## src/rtl/tblink_rpc_invoke_sched.sv

```systemverilog
// Round-robin scheduler that shares one TbLink invoke channel between N_REQ BFM requesters,
// tags each call with a unique call_id and routes responses back to their originators.
module tblink_rpc_invoke_sched #(
  parameter int N_REQ    = 4,
  parameter int METHOD_W = 8,
  parameter int PARAM_W  = 64,
  parameter int CALLID_W = 8,
  parameter int MAX_OUT  = 4
) (
  input  logic                          clock,
  input  logic                          reset_n,
  input  logic [N_REQ-1:0]              req_valid,
  output logic [N_REQ-1:0]              req_ready,
  input  logic [N_REQ*METHOD_W-1:0]     req_method,
  input  logic [N_REQ*PARAM_W-1:0]      req_params,
  output logic                          inv_valid,
  input  logic                          inv_ready,
  output logic [METHOD_W-1:0]           inv_method,
  output logic [PARAM_W-1:0]            inv_params,
  output logic [CALLID_W-1:0]           inv_call_id,
  input  logic                          rsp_valid,
  input  logic [CALLID_W-1:0]           rsp_call_id,
  input  logic [PARAM_W-1:0]            rsp_data,
  output logic [N_REQ-1:0]              cpl_valid,
  output logic [PARAM_W-1:0]            cpl_data,
  output logic                          err_unk_id,
  output logic [$clog2(N_REQ+1)-1:0]    outstanding
);

  localparam int PTR_W = $clog2(N_REQ);
  localparam int CNT_W = $clog2(N_REQ+1);
  localparam logic [CNT_W-1:0] MAX_OUT_C = CNT_W'(MAX_OUT);

  logic [N_REQ-1:0]    busy;
  logic [N_REQ-1:0]    issued;
  logic [CALLID_W-1:0] id_q [N_REQ];
  logic [CALLID_W-1:0] cnt_q;
  logic [PTR_W-1:0]    ptr_q;
  logic [PTR_W-1:0]    own_q;

  logic [N_REQ-1:0]    eligible;
  logic [N_REQ-1:0]    hit;
  logic [PTR_W-1:0]    win;
  logic                found;
  logic                collide;
  logic                can_load;
  logic                room;
  logic                attempt;
  logic                grant;
  int                  sidx;

  assign eligible = req_valid & ~busy;
  assign can_load = ~inv_valid | inv_ready;
  assign room     = outstanding < MAX_OUT_C;
  assign attempt  = can_load & room & (|eligible);
  assign grant    = attempt & ~collide;

  always_comb begin
    outstanding = '0;
    for (int i = 0; i < N_REQ; i++) begin
      outstanding = outstanding + CNT_W'(busy[i]);
    end
  end

  always_comb begin
    collide = 1'b0;
    for (int i = 0; i < N_REQ; i++) begin
      if (busy[i] && (id_q[i] == cnt_q)) collide = 1'b1;
    end
  end

  // Round-robin search starting at ptr_q
  always_comb begin
    win   = '0;
    found = 1'b0;
    sidx  = 0;
    for (int k = 0; k < N_REQ; k++) begin
      sidx = int'(ptr_q) + k;
      if (sidx >= N_REQ) sidx = sidx - N_REQ;
      if (!found && eligible[sidx]) begin
        found = 1'b1;
        win   = PTR_W'(sidx);
      end
    end
  end

  always_comb begin
    req_ready = '0;
    if (grant) req_ready[win] = 1'b1;
  end

  // A call already completing this cycle is masked so a duplicate response reports an error.
  always_comb begin
    hit = '0;
    for (int i = 0; i < N_REQ; i++) begin
      hit[i] = rsp_valid & busy[i] & issued[i] & ~cpl_valid[i] & (id_q[i] == rsp_call_id);
    end
  end

  always_ff @(posedge clock or negedge reset_n) begin
    if (!reset_n) begin
      busy        <= '0;
      issued      <= '0;
      cnt_q       <= '0;
      ptr_q       <= '0;
      own_q       <= '0;
      inv_valid   <= 1'b0;
      inv_method  <= '0;
      inv_params  <= '0;
      inv_call_id <= '0;
      cpl_valid   <= '0;
      cpl_data    <= '0;
      err_unk_id  <= 1'b0;
      for (int i = 0; i < N_REQ; i++) id_q[i] <= '0;
    end else begin
      // Slot is released at the end of the completion cycle, usable the cycle after.
      for (int i = 0; i < N_REQ; i++) begin
        if (cpl_valid[i]) begin
          busy[i]   <= 1'b0;
          issued[i] <= 1'b0;
        end
      end

      if (inv_valid && inv_ready) issued[own_q] <= 1'b1;

      if (grant) begin
        inv_valid   <= 1'b1;
        inv_method  <= req_method[int'(win)*METHOD_W +: METHOD_W];
        inv_params  <= req_params[int'(win)*PARAM_W +: PARAM_W];
        inv_call_id <= cnt_q;
        own_q       <= win;
        busy[win]   <= 1'b1;
        id_q[win]   <= cnt_q;
        ptr_q       <= (win == PTR_W'(N_REQ-1)) ? '0 : win + 1'b1;
      end else if (inv_ready) begin
        inv_valid <= 1'b0;
      end

      if (attempt) cnt_q <= cnt_q + 1'b1;

      cpl_valid  <= hit;
      err_unk_id <= rsp_valid & ~(|hit);
      if (|hit) cpl_data <= rsp_data;
    end
  end

endmodule

```

## config.mk

```make
export PLATFORM = sky130hd
export DESIGN_NAME = tblink_rpc_invoke_sched
export DESIGN_NICKNAME = d
export VERILOG_FILES = /design/src/rtl/tblink_rpc_invoke_sched.sv
export SDC_FILE = /design/constraint.sdc
export NUM_CORES = 1
export LEC_CHECK = 0
export CAP_MARGIN = 20
export CORE_AREA = 2 2 205 207
export DETAILED_ROUTE_END_ITERATION = 6
export DIE_AREA = 0 0 207 209
export HOLD_SLACK_MARGIN = 0.03
export PLACE_DENSITY_LB_ADDON = 0.15
export SYNTH_ARGS = -nofsm -noshare
export SYNTH_HDL_FRONTEND = slang
export SYNTH_SLANG_ARGS = --single-unit
```

## constraint.sdc

```tcl
create_clock -name clock -period 7 [get_ports clock]
set_input_delay 1.05 -clock clock [delete_from_list [all_inputs] [get_ports clock]]
set_output_delay 1.05 -clock clock [all_outputs]
set_load 0.01 [all_outputs]
```

==> impl_summary.md <==
Run status
The run finished with clean final reports.

Clocking
TritonCTS built the clock tree. The clock tree buffer depth is 3. Buffers inserted to repair hold after CTS numbered 0. Post-CTS timing repair inserted 0 buffers for setup. The maximum level of the CTS H-tree is 1. The number of clock sinks is 202. The CTS root buffer is sky130_fd_sc_hd__clkbuf_16. The post-cts gate resize count is 0. At the later pin of the worst-skew pair, clock insertion delay measures roughly 0.55 ns. After clock tree synthesis, the clock-pin slew on the worst setup and hold paths is roughly 0.060 ns. TritonCTS created 26 clock buffers.

Synth
The most used flip-flop cell after synthesis is sky130_fd_sc_hd__dfrtp_1. The cell type contributing the most total cell area after synthesis is sky130_fd_sc_hd__dfrtp_1. The number of synthesized flops with an enable pin is 0. The total nets after synthesis is roughly 1200. The fraction of registers with async set/reset is 100%. The synthesized design contains 202 register bits.

The commonest cells after synthesis are sky130_fd_sc_hd__dfrtp_1 (202), sky130_fd_sc_hd__mux2i_1 (130), sky130_fd_sc_hd__mux2_1 (101). The number of library cell types mapped by synthesis is 53. The instance count of the mapped netlist is 840. The netlist area before placement is between 10000 and 15000 sq um. By area the synthesized netlist is led by sky130_fd_sc_hd__dfrtp_1 (47%), sky130_fd_sc_hd__mux2i_1 (12%), sky130_fd_sc_hd__mux2_1 (11%). Yosys printed 0 warnings. The leading cell type by number of instances after synthesis is sky130_fd_sc_hd__dfrtp_1.

The proportion of netlist area held by the largest area contributor is between 40 and 50%. The synthesized area per cell is about 13 sq um. The sequential-to-total area share from yosys stat is between 40 and 50%.

GRT
The initial antenna violation count is 5. The number of global-route vias before repair came to between 8000 and 9000. The first global-routing pass estimated approximately 60 mm of wire.

Entering global routing, the biggest net connects 112 pins. The total congestion overflow is 0. Global routing used a little under a fifth of the available tracks across all layers.

STA
The final max-slew violation count is 0. The number of failing hold endpoints at the final stage is 0. The time the worst path needs with I/O delays and setup is ~5.1 ns. The portion of the clock cycle consumed by the worst path in the final layout is between 70% and 80%. The worst pin sits at a relative slew slack of a little under 30%. At the pin with the least slew margin, the transition time is about 1.1 ns. The timing-limited maximum frequency is ~200 MHz. Adding up every negative setup slack in the final design gives 0 ns. Setup repair after global routing left no endpoint under its margin. Setup violations remaining at the end of the flow were counted as 0.

The worst clock skew is ~0.023 ns.

Route
The number of routed nets with antenna violations is 0. The pre-antenna-repair detailed-routing pass consisted of 4 iterations. The vias per cell is 4.64. The remaining design rule violation count is 0. The detailed router placed about 8800 vias in this run. The post-detailed-route wirelength per cell is between 20 and 25 um. The final layout contains routed wiring with a total length of 41.6 mm. The number of DRC markers in iteration 0 is 322.

Floorplanning
The initial cell density of the core is 26.1%. Row generation in the floorplan step produced 75 rows. The die covers 43300 sq um.

After floorplanning, the core was sized to cover ~41000 sq um. From left edge to right edge, the die measures between 200 and 250 um. The vertical die dimension is between 200 and 250 um. between 500 and 600 I/O pins were placed.

Critical path
The element type at the critical path end is a primary output. The cell count of the worst reg-to-reg path is 10. The slowest stage of the critical path is the sky130_fd_sc_hd__clkdlybuf4s50_1 cell. The signal on the critical path passes through clkdlybuf4s50_1 > nor4b_1 > a21oi_1 > a21bo_2 > buf_4 > and3_1 > clkdlybuf4s50_1. The top fanout value on the critical path is 45. The peak per-stage delay on the critical path is between 0.6 and 0.7 ns.

At the worst endpoint, the arrival time is between 4 and 5 ns. The startpoint type of the worst setup path is a primary input. In this run the number of cells on the critical path is 7.

Grouping stages by cell kind, the critical path spends the most delay in buffers and inverters. The critical path contains buffers and inverters numbering 3 combined. The worst path required time is just under 6 ns.

The worst setup path is of the primary input to primary output kind. The most prevalent standard cell on the critical path is sky130_fd_sc_hd__clkdlybuf4s50_1.

Power
The maximum vdd drop is 0.199 mV. In this run the static leakage power is between 8 and 9 nW. The areal power density over the cells is 272 nW/um^2.

Placed design
Once detailed placement completed, the half-perimeter wirelength came to 31.4 mm. At the end of routability-driven placement, the weighted congestion stood at between 0.8 and 0.9. The number of buffers added on ports is ~520.

The total instance count after detailed placement is ~1800.

Job
The count of maximum capacitance violations is 0.

Layout
The area of the multi-input gates is about 5200 sq um. The count of cells in the finished layout, fillers not included, comes to roughly 1900. The number of nets in the layout is approximately 1700. The fraction of layout instances using a drive strength above 1 is 10.9%. The register area is just over 5000 sq um.

Relative to the synthesized area, the layout overhead comes to 60.0%. After filler insertion, the fill cell instance count of the layout stands at about 4000.

Worst hold path
The worst hold path depth is 1. The tightest min-delay check is of the flop to flop type.
-- worst paths after layout --
path | start | end | slack, ns
max reg2reg | busy[0] | inv_call_id[2] | 3.25
min reg2reg | cpl_data[63] | cpl_data[63] | 0.48
max | req_valid[0] | req_ready[0] | 1.91
min | cpl_data[63] | cpl_data[63] | 0.48
min in group asynchronous | reset_n | id_q[2] | 0.61
max in group asynchronous | reset_n | inv_params[26] | 4.91
-- sequential cells by signal, indices dropped and copies added, names as in the netlist --
name	count
cpl_data	64
inv_params	64
id_q	32
cnt_q	8
inv_call_id	8
inv_method	8
busy	4
cpl_valid	4
issued	4
own_q	2
ptr_q	2
err_unk_id	1
inv_valid	1
-- final cells by class --
class	instances	area share, %
Antenna cell	1	0.0145
Clock buffer	34	4.13
Clock inverter	14	1.13
Inverter	15	0.327
Multi-Input combinational cell	555	30.3
Sequential cell	202	29.4
Tap cell	539	3.92
Timing Repair Buffer	532	30.8
-- placed cells by master, fill, tap and decap left out, types with 6 or more instances in the layout --
cell,Yosys,routed
sky130_fd_sc_hd__nand2b_1,6,6
sky130_fd_sc_hd__xor2_1,32,32
sky130_fd_sc_hd__inv_1,12,12
sky130_fd_sc_hd__xnor2_1,40,40
sky130_fd_sc_hd__clkbuf_16,0,26
sky130_fd_sc_hd__clkdlybuf4s50_1,0,523
sky130_fd_sc_hd__a32oi_1,44,44
sky130_fd_sc_hd__nand4_1,10,10
sky130_fd_sc_hd__nand2_1,8,7
sky130_fd_sc_hd__dfrtp_1,202,202
sky130_fd_sc_hd__nand3_1,7,6
sky130_fd_sc_hd__mux2i_1,130,130
sky130_fd_sc_hd__o21ai_0,44,44
sky130_fd_sc_hd__buf_4,11,8
sky130_fd_sc_hd__mux2_2,77,77
sky130_fd_sc_hd__mux2_1,101,101
-- power breakdown --
group          internal (mW)  total (mW)  switching [mW]
Clock                  0.864        1.41           0.545
Combinational          0.959        1.64           0.684
Sequential              1.45        1.64           0.183
-- stage by stage --
stage | setup WS (ns) | hold slack, ns | utilization, % | instance area, sq um | power, mW
after floorplan | 3.56 | 0.446 | - | 10800 | 2.30
after global placement | 1.93 | 0.467 | 39.5 | 16300 | 3.32
after detailed placement | 1.87 | 0.474 | 39.5 | 16300 | 3.33
after CTS | 1.88 | 0.488 | 41.7 | 17200 | 4.78
after global routing | 1.76 | 0.495 | 41.7 | 17200 | 4.95
final | 1.91 | 0.484 | 41.7 | 17200 | 4.69
-- logic make-up after synthesis --
group	synth area share, %
compound gates	6.90
xor+xnor	5.86
buf+inv	4.84
fa+ha+maj	0.535
simple gates	4.20
mux	30.7
flops	47.0
-- per-layer routing --
layer	global-route usage (%)	vias to the layer above	routed length, um
met1	23.3	4285	17100
li1	-	4097	-
met2	31.2	331	20200
met3	6.16	51	3380
met5	0	-	41
met4	4.68	6	978
Note: power is estimated with default switching activity, not from simulation.
